**src/rtl/wrap_event_monitor.sv**
```systemverilog
// wrap_event_monitor
// Watches a free-running upstream counter and counts wrap events, where a
// wrap is the count going from all-ones to zero. The wrap count saturates
// at all-ones. A non-zero threshold makes the FSM enter MATCHED; once there
// it stays until clr or reset.
// Optional feature: define WRAP_SEQ_CHECK_EN to compile in sequence
// checking. With it, any step other than +1 or hold raises a sticky seq_err.
// In TRACK such a step also forces a resync through SYNC.
// Debug: dbg_state exposes the FSM state (0 = SYNC, 1 = TRACK, 2 = MATCHED).
module wrap_event_monitor #(
  parameter int CNT_W = 4,
  parameter int EVT_W = 8
) (
  input  logic             clk,
  input  logic             rst_n,
  input  logic [CNT_W-1:0] cnt_in,
  input  logic             clr,
  input  logic [EVT_W-1:0] thresh,
  output logic [EVT_W-1:0] wrap_cnt,
  output logic             wrap_pulse,
  output logic             match,
  output logic             seq_err,
  output logic [1:0]       dbg_state
);

  typedef enum logic [1:0] {
    ST_SYNC    = 2'd0,
    ST_TRACK   = 2'd1,
    ST_MATCHED = 2'd2
  } state_e;

  state_e           state_q, state_d;
  logic [CNT_W-1:0] prev_q;
  logic [EVT_W-1:0] wrap_cnt_q, wrap_cnt_d, wrap_cnt_inc;
  logic             wrap_pulse_q, wrap_pulse_d;
  logic             wrap_det;
  logic             hit;
  logic             seq_bad;

  // A wrap is the previous sample at all-ones followed by zero now.
  assign wrap_det     = (prev_q == '1) && (cnt_in == '0);
  // The wrap count saturates rather than rolling over to zero.
  assign wrap_cnt_inc = (wrap_cnt_q == '1) ? wrap_cnt_q : wrap_cnt_q + EVT_W'(1);
  // Using >= also covers a threshold that is already passed (for example,
  // thresh lowered): the next wrap then enters MATCHED.
  assign hit          = (thresh != '0) && (wrap_cnt_inc >= thresh);

`ifdef WRAP_SEQ_CHECK_EN
  logic [CNT_W-1:0] prev_inc;
  logic             seq_err_q, seq_err_d;

  assign prev_inc = prev_q + CNT_W'(1);
  // A legal step is +1 (mod 2^CNT_W) or a hold; anything else is an error.
  assign seq_bad  = (cnt_in != prev_inc) && (cnt_in != prev_q);
  assign seq_err  = seq_err_q;
`else
  assign seq_bad  = 1'b0;
  assign seq_err  = 1'b0;
`endif

  // Compute the next state and next outputs; clr overrides everything else.
  always_comb begin
    state_d      = state_q;
    wrap_cnt_d   = wrap_cnt_q;
    wrap_pulse_d = 1'b0;
`ifdef WRAP_SEQ_CHECK_EN
    seq_err_d    = seq_err_q;
`endif
    if (clr) begin
      state_d    = ST_SYNC;
      wrap_cnt_d = '0;
`ifdef WRAP_SEQ_CHECK_EN
      seq_err_d  = 1'b0;
`endif
    end else begin
      case (state_q)
        ST_SYNC: state_d = ST_TRACK;
        ST_TRACK: begin
          if (seq_bad) begin
`ifdef WRAP_SEQ_CHECK_EN
            seq_err_d = 1'b1;
`endif
            state_d   = ST_SYNC;
          end else if (wrap_det) begin
            wrap_cnt_d   = wrap_cnt_inc;
            wrap_pulse_d = 1'b1;
            if (hit) state_d = ST_MATCHED;
          end
        end
        ST_MATCHED: begin
`ifdef WRAP_SEQ_CHECK_EN
          if (seq_bad) seq_err_d = 1'b1;
`endif
        end
        default: state_d = ST_SYNC;
      endcase
    end
  end

  // Register the state and the event outputs; prev_q samples cnt_in on every edge.
  always_ff @(posedge clk or negedge rst_n) begin
    if (!rst_n) begin
      state_q      <= ST_SYNC;
      prev_q       <= '0;
      wrap_cnt_q   <= '0;
      wrap_pulse_q <= 1'b0;
`ifdef WRAP_SEQ_CHECK_EN
      seq_err_q    <= 1'b0;
`endif
    end else begin
      state_q      <= state_d;
      prev_q       <= cnt_in;
      wrap_cnt_q   <= wrap_cnt_d;
      wrap_pulse_q <= wrap_pulse_d;
`ifdef WRAP_SEQ_CHECK_EN
      seq_err_q    <= seq_err_d;
`endif
    end
  end

  assign wrap_cnt   = wrap_cnt_q;
  assign wrap_pulse = wrap_pulse_q;
  assign match      = (state_q == ST_MATCHED);
  assign dbg_state  = state_q;

endmodule

```
**config.mk**
```make
export PLATFORM = sky130hd
export DESIGN_NAME = wrap_event_monitor
export DESIGN_NICKNAME = d
export VERILOG_FILES = /design/src/rtl/wrap_event_monitor.sv
export SDC_FILE = /design/constraint.sdc
export NUM_CORES = 1
export LEC_CHECK = 0
export BUFFER_PORTS_ARGS = -buffer_cell sky130_fd_sc_hd__buf_4
export CAP_MARGIN = 20
export CORE_UTILIZATION = 51
export DETAILED_ROUTE_END_ITERATION = 12
export PLACE_DENSITY = 0.75
export SETUP_SLACK_MARGIN = 0.1
export SLEW_MARGIN = 30
export SYNTH_ARGS = -nofsm -noshare
export SYNTH_HDL_FRONTEND = slang
export SYNTH_SLANG_ARGS = --single-unit
```
**constraint.sdc**
```tcl
create_clock -name clk -period 3.4 [get_ports clk]
set_clock_uncertainty 0.15 [all_clocks]
set_input_delay 0.51 -clock clk [delete_from_list [all_inputs] [get_ports clk]]
set_output_delay 0.51 -clock clk [all_outputs]
set_load 0.05 [all_outputs]
```
# [Word-level counts from Yosys, hierarchy flattened]
# Index checks and enable logic that the tools add are counted.
[op_classes] n_reduce_logical=9 order_cmp=1 add_sub_neg=1 n_mux=11 eq_ne=7
[ops] op="$mux 8" count=4
[ops] op="$add 8x1->8 const B" count=1
[ops] op="$eq 8x8->1 const B" count=1
[ops] op="$ge 8x8->1" count=1
[ops] op="$reduce_bool 8->1" count=1
[ops] op="$mux 2" count=3
[ops] op="$ne 3x3->1 const B" count=2
[ops] op="$pmux 2 s3" count=1
[ops] op="$eq 4x4->1 const B" count=1
[ops] op="$logic_not 4->1" count=1
[ops] op="$reduce_bool 2->1" count=2
[ops] op="$mux 1" count=3
[ops] op="$reduce_and 3->1" count=1
[ops] op="$eq 2x1->1 const B" count=1
[ops] op="$eq 2x2->1 const B" count=1
[ops] op="$logic_and 1x1->1" count=2
[ops] op="$logic_not 2->1" count=1
[ops] op="$ne 2x2->1 const B" count=1
[ops] op="$reduce_and 2->1" count=1
[word_totals] elab_cells=33 in_bits=15 reg_bits=15 out_inout_bits=13

# [Longest topological paths before layout]
# Gate-level depths: netlist of the first run.
[depth] depth_word=8 mapped_depth=10 mapped_depth_nobuf=10

# [Least setup slack after synthesis of the first run]
# OpenSTA, ideal clock, no wires.
[synth_path] path_type="register -> register" from="register wrap_cnt_q[0] (netlist: wrap_cnt[0])" to="register state_q[1] (netlist: dbg_state[1])" required_ns=3.105 synth_period_minus_slack_ns=3.141 stages_incl_launch_ff=11 path_slack_ns=0.259 path_buffers=0 arrival_time_ns=2.845 setup_ns=0.145 cell_sequence="dfrtp_1 > ha_1 > nand4_1 > o2111ai_1 > nor2_1 > xnor2_1 > ha_1 > and3_1 > a221oi_1 > a21boi_1 > o41ai_2"
[synth_between] elab_chain_cells=6 word_cells_on_any_way=7 classes_between="add/sub (1); order compare (1); eq/ne (2); mux (1); reduce/logical (2)"
[synth_lines] element="from (decl)" line="34" rtl="logic [EVT_W-1:0] wrap_cnt_q, wrap_cnt_d, wrap_cnt_inc;"
[synth_lines] element="from (signal assigned)" line="113" rtl="wrap_cnt_q <= wrap_cnt_d;"
[synth_lines] element="$add 8x1->8 / $eq 8x8->1 (equally long branches)" line="43" rtl="assign wrap_cnt_inc = (wrap_cnt_q == '1) ? wrap_cnt_q : wrap_cnt_q + EVT_W'(1);"
[synth_lines] element="$mux 8 (*)" line="43"
[synth_lines] element="$ge 8x8->1 (*)" line="46" rtl="assign hit = (thresh != '0) && (wrap_cnt_inc >= thresh);"
[synth_lines] element="$logic_and 1x1->1 (*)" line="46"
[synth_lines] element="$ne 3x3->1 (no line) (*)"
[synth_lines] element="$reduce_and 3->1 (no line) (*)"
[synth_lines] element="to (signal assigned)" line="111" rtl="state_q <= state_d;"
[synth_lines] element="to (decl)" line="32" rtl="state_e state_q, state_d;"
# Every way passes the cells marked *; elsewhere a longest branch is shown, timed or not.
# A chain may end at the register's enable or synchronous reset.

# [Worst setup path after layout of the first run]
# Same ends and word-level chain as after synthesis.

==> impl_results.md, run 1 <==
* EDFF count, synth at 0
* Fin. Hold Viols at 0
* Worst vdd ir at 220 uV
* Worst-path clk slew at 90 ps
* Final Total Pwr at 319 uW
* Share of layout cells above drive strength 1 at 28.4%
* Synth area leaders: dfrtp_1, ha_1, xnor2_1
* Critical Path RT at 3420 ps
* Pre-CTS WS at 353 ps
* Root buf cell: clkbuf_4
* Number of I/O port buffers at 26
* Min Tclk post-route at 3020 ps
* Leak at 0.618 nW
* Clk Latency, worst-skew pair at 280 ps
* Most frequent cells after synthesis: dfrtp_1, ha_1, inv_1, nand2_1, nor2_1
* Final Instance Area at 1260 um^2
* Register area share after synthesis at 37.1%
* Antenna diodes at 0
* Placed insts at 154
* # DRC at 0
* Vias in the first global route at 793
* Fin crit share at 88.7%
* Fill count at 139
* Top_reg_cell synth: dfrtp_1
* Mapped Area at 1010 um^2
* Post-synth top area cell: dfrtp_1
* Clock Tree Buf Depth at 2
* Setup-failing EPs final at 0
* 1st-iter DRT viols at 10
* Critical Path Source Type: register
* Initial antenna violation count at 0
* Syn Area/Cell at 9.54 um^2
* Die width at 46.5 um
* Area growth syn-to-layout at 24.9%
* WHS at 198 ps
* WL met1 at 959 um
* Grt total ovfl at 0
* Core Area at 1780 um^2
* Cts bufs inserted at 3
* Worst R2R Start: wrap_cnt[0]$_DFFE_PN0P_
* Post-CTS Repair Setup Buffers at 0
* Crit-path max FO at 6
* Ports at 28
* Placed cell areas at 1220 um^2
* Fin cells at 159
* Final HPWL DP at 1.64 mm
* Final layout net count at 159
* FP Rows at 15
* Async SR Flop Fraction at 100%
* Final worst slack at 383 ps
* Critical path origin: wrap_cnt[0]$_DFFE_PN0P_
* Clock sinks at 15
* Distinct cells, synth at 36
* Post-synthesis register bit count at 15
* Initial Utilization at 56.7%
* Top cell type's share of synthesized area at 37.1%
* Routed Antenna Nets at 0
* Die H at 46.5 um
* Status: completed
* DR vias at 851
* Wire per inst at 12.9 um
* First-pass GRT wire length at 3.48 mm
* Critical Path End Type: register
* H-tree Lvls at 1
* Relative slew slack at 58.0%
* Cell Pwr Density at 253 nW/um^2
* Synth warn at 0
* Fin Setup TNS at 0 ps
* Achievable Freq at 0.331 GHz
* Max Slew Vio Count at 0
* Setup CP Type: register to register
* Largest net degree at the start of global routing at 16
* Min-delay src: cnt_in[1]
* Vias per inst at 5.35
* Routed wl met2 at 1.01 mm
* Wire length on met3 at 72 um
* Crit path DAT at 3040 ps
* Highest Signal Layer: met4
* Worst hold path type: input pin to register
* Measured slew at the worst slew-check pin at 625 ps
* CTS tree: built
* MaxCap Viol Count at 0
* Synthesized instance count at 106
* Mapped Nets at 130
* Final Util at 70.8%
* Overall Global Routing Usage at 23.0%
* Final wirelength at 2.05 mm
* RSZ-0062 raised after global routing: false
* Final Wtd Congestion at 0.907
* TritonRoute pass-1 iters at 4
* Dominant cell by count in the synthesized netlist: dfrtp_1
* Die ar. at 2160 um^2
[worst paths after layout]
kind / to / slack, ps / cells after the start
max: dbg_state[1]$_DFFE_PN0P_ / 380 / 9
min: prev_q[1]$_DFF_PN0_ / 200 / 1
max reg2reg: dbg_state[1]$_DFFE_PN0P_ / 380 / 9
min reg2reg: dbg_state[1]$_DFFE_PN0P_ / 470 / 1
max in group asynchronous: wrap_cnt[2]$_DFFE_PN0P_ / 2460 / 2
min in group asynchronous: wrap_cnt[7]$_DFFE_PN0P_ / 460 / 2
[kinds of logic (layout without fill, tap and decap cells)]
family	after synthesis	after routing	share of synthesized area, %
AO/OA/AOI/OAI	15	15	10.9
XOR/XNOR	6	6	5.20
adder cells (fa/ha/maj)	9	9	11.1
buffers and inverters	12	40	5.20
flip-flops	15	15	37.1
multiplexers	6	6	6.44
other	1	1	0.371
AND/OR/NAND/NOR	42	42	23.6
[metal layers]
| layer | global-route usage (%) | vias up |
|---|---|---|
| met1 | 31.5 | 399 |
| li1 | - | 428 |
| met3 | 3.92 | 2 |
| met5 | 0 | - |
| met4 | 5.29 | 0 |
| met2 | 37.2 | 22 |
[flip-flops by register name, indices dropped and copies added (netlist names)]
name and count:
wrap_pulse 1, wrap_cnt 8, prev_q 4, dbg_state 2
[report_power, final]
part,internal (mW),switching [mW],leakage [nW],total (mW)
logic,0.0166,0.0202,0.402,0.0368
clock network,0.0435,0.0565,0.0177,0.100
registers,0.181,0.00104,0.198,0.182
total,0.241,0.0778,0.618,0.319
[cell type report]
class / count / area (um^2) / area share (%)
repair buffers: 27 / 205 / 16.3
clock buffers: 3 / 22.5 / 1.78
well taps: 25 / 31.3 / 2.48
inverters: 9 / 33.8 / 2.68
multi-input cells: 79 / 589 / 46.7
clock inverters: 1 / 5.00 / 0.396
flip-flops and latches: 15 / 375 / 29.7
[what timing repair did]
| action | CTS | global route |
|---|---|---|
| hold endpoints to repair | 15 | 0 |
| setup endpoints to repair | 0 | 2 |
| hold buffers | 1 | 0 |
| resized for setup | 0 | 1 |
[critical path, stage by stage (launching register included)]
cell and delay (ps):
dfrtp_1 480, ha_1 270, nand4_1 270, nor2_1 270
mux2_1 350, ha_1 270, o21ai_0 70, a211oi_1 320
a21boi_1 160, o41ai_2 310
[layout by cell type (no fill, tap or decap), drive strengths merged]
cell type    instances
a221oi               1
nor4                 3
clkinv               1
nand2b               4
inv                  9
buf                 26
or4b                 1
nor3                 3
xor2                 2
ha                   9
clkbuf               3
and2b                1
nor2b                2
nand2                9
o41ai                1
a21oi                3
nand3                5
o2111ai              1
dlygate4sd3          1
nor3b                1
a211oi               1
a21boi               1
or4                  1
nor2                 9
a21o                 1
mux2i                2
dfrtp               15
mux2                 4
o21ai                4
nand4                1
o21a                 2
and3                 2
xnor2                4
conb                 1
Power figures use the tool's default switching activity.
==> run 2, diff against run 1 <==
==> constraint.sdc (replaced) <==
create_clock -name clk -period 3.4 [get_ports clk]
set_clock_uncertainty 0.15 [all_clocks]
set_input_delay 0.68 -clock clk [delete_from_list [all_inputs] [get_ports clk]]
set_output_delay 0.68 -clock clk [all_outputs]
set_load 0.05 [all_outputs]
==> run 2 against run 1 <==
Cell area down 0.79%. Power fell by 0.28%. First-iteration DRC count unchanged. Maximum frequency is essentially flat. Die area did not move. Critical path depth stayed put. Combinational power fell by 2%. Register-to-register slack about the same. Final cell count shrank 0.63%. Count of clock-buffer cells in the layout did not move.
==> impl_results.md, run 2 (synthesis gave the netlist of run 1 again) <==
* Most common cell after layout, fill and taps aside: buf_4
* Critical Path End Type: register
* Reg-to-Reg End: dbg_state[1]$_DFFE_PN0P_
* Worst hold path type: input pin to async pin
* Clock Tree Buf Depth at 2
* WHS at 84.8 ps
* FP Rows at 15
* CP peak stage delay at 480 ps
* Path depth of the worst reg2reg path at 9
* R2R setup slack at 380 ps
* MaxCap Viol Count at 0
* Fill count at 141
* Final HPWL DP at 1.64 mm
* Fin crit share at 88.8%
* RSZ-0062 raised after global routing: false
* 1st-iter DRT viols at 10
* Final layout net count at 158
* Initial antenna violation count at 0
* Status: completed
* Max Slew Vio Count at 0
* Worst R2R Start: wrap_cnt[0]$_DFFE_PN0P_
* Fin Setup TNS at 0 ps
* # DRC at 0
* Vias in the first global route at 794
* Overall Global Routing Usage at 23.0%
* Largest net degree at the start of global routing at 16
* Multi-input logic area at 589 um^2
* H-tree Lvls at 1
* Register area at 375 um^2
* Initial Utilization at 56.7%
* Critical Path Source Type: register
* Clock sinks at 15
* Vias per inst at 5.37
* Routed Antenna Nets at 0
* Fin. Hold Viols at 0
* Setup-failing EPs final at 0
* Worst vdd ir at 220 uV
* Wire per inst at 12.9 um
* Final Util at 70.2%
* Max reg flops at 8
* Crit path DAT at 3040 ps
* Crit-path max FO at 6
* Final Total Pwr at 318 uW
* Crit-path cells: ha_1 -> nand4_1 -> nor2_1 -> mux2_1 -> ha_1 -> o21ai_0 -> a211oi_1 -> a21boi_1 -> o41ai_2
* Final Wtd Congestion at 0.907
* TritonRoute pass-1 iters at 4
* Critical path origin: wrap_cnt[0]$_DFFE_PN0P_
* Leak at 0.614 nW
* Min Tclk post-route at 3020 ps
* Die width at 46.5 um
* Number of I/O port buffers at 26
* Achievable Freq at 0.331 GHz
* CP max stage cell: dfrtp_1
* CTS tree: built
* Cell Pwr Density at 254 nW/um^2
* Cts bufs inserted at 3
* Measured slew at the worst slew-check pin at 625 ps
* Core Area at 1780 um^2
* Clk Latency, worst-skew pair at 280 ps
* Final wirelength at 2.04 mm
* Grt total ovfl at 0
* Root buf cell: clkbuf_4
* Worst Setup EP: dbg_state[1]$_DFFE_PN0P_
* Relative slew slack at 58.0%
* Post-CTS Repair Setup Buffers at 0
* Most frequent CP cell: ha_1
* DR vias at 848
* Setup CP Type: register to register
* Antenna diodes at 0
* Die ar. at 2160 um^2
* First-pass GRT wire length at 3.48 mm
* Area growth syn-to-layout at 23.9%
* Commonest non-fill, non-tap cells in the layout: buf_4, dfrtp_1
* Ports at 28
* Share of layout cells above drive strength 1 at 28.6%
* Die H at 46.5 um
* Critical Path RT at 3420 ps
* Worst-path clk slew at 90 ps
-- run 2: changes by cell type in the layout (fill, tap and decap cells not counted), sizes merged --
cell	change
dlygate4sd3	-1
-- run 2: power breakdown --
group          total [mW]  switching [mW]  internal [mW]
Sequential          0.182         0.00104          0.181
Clock               0.100          0.0566         0.0435
Combinational      0.0359          0.0201         0.0158
Total               0.318          0.0777          0.241
-- run 2: worst min path at each step --
stage	from	to	slack [ps]	cells after the start
after floorplan	rst_n	dbg_state[0]$_DFFE_PN0P_	230	0
after global placement	rst_n	wrap_cnt[6]$_DFFE_PN0P_	390	1
after CTS	rst_n	wrap_cnt[6]$_DFFE_PN0P_	80	1
final	rst_n	wrap_cnt[7]$_DFFE_PN0P_	80	1
after detailed placement	rst_n	wrap_cnt[6]$_DFFE_PN0P_	400	1
after global routing	rst_n	wrap_cnt[7]$_DFFE_PN0P_	80	1
-- run 2: metal layers --
metal	up-vias	GRT usage [%]	wire, um
met5	-	0	0
met4	0	5.29	6
met3	2	3.92	75
met2	22	37.2	997
met1	398	31.5	960
li1	426	-	-
-- run 2: cell type report --
class	count	area share [%]
Clock buffer	3	1.80
Sequential cell	15	30.0
Timing Repair Buffer	26	15.6
Tap cell	25	2.50
Inverter	9	2.70
Clock inverter	1	0.400
Multi-Input combinational cell	79	47.1
-- run 2: per-stage QoR --
step                      setup slack (ps)  cells  area, um^2
after detailed placement               353    154        1220
after floorplan                        259    106        1010
final                                  382    158        1250
after global placement                 501    154        1220
after global routing                   122    158        1250
after CTS                              336    158        1250
-- run 2: what timing repair did --
action | 4_1_cts | 5_1_grt
hold buffers | 0 | 0
setup endpoints to repair | 0 | 2
gates resized for setup | 0 | 1
-- run 2: critical path, delay by kind of cell (launching register included) --
kind / cells / cell delay [ps]
flops: 1 / 480
mux: 1 / 350
fa+ha+maj: 2 / 540
simple gates: 2 / 540
compound gates: 4 / 860
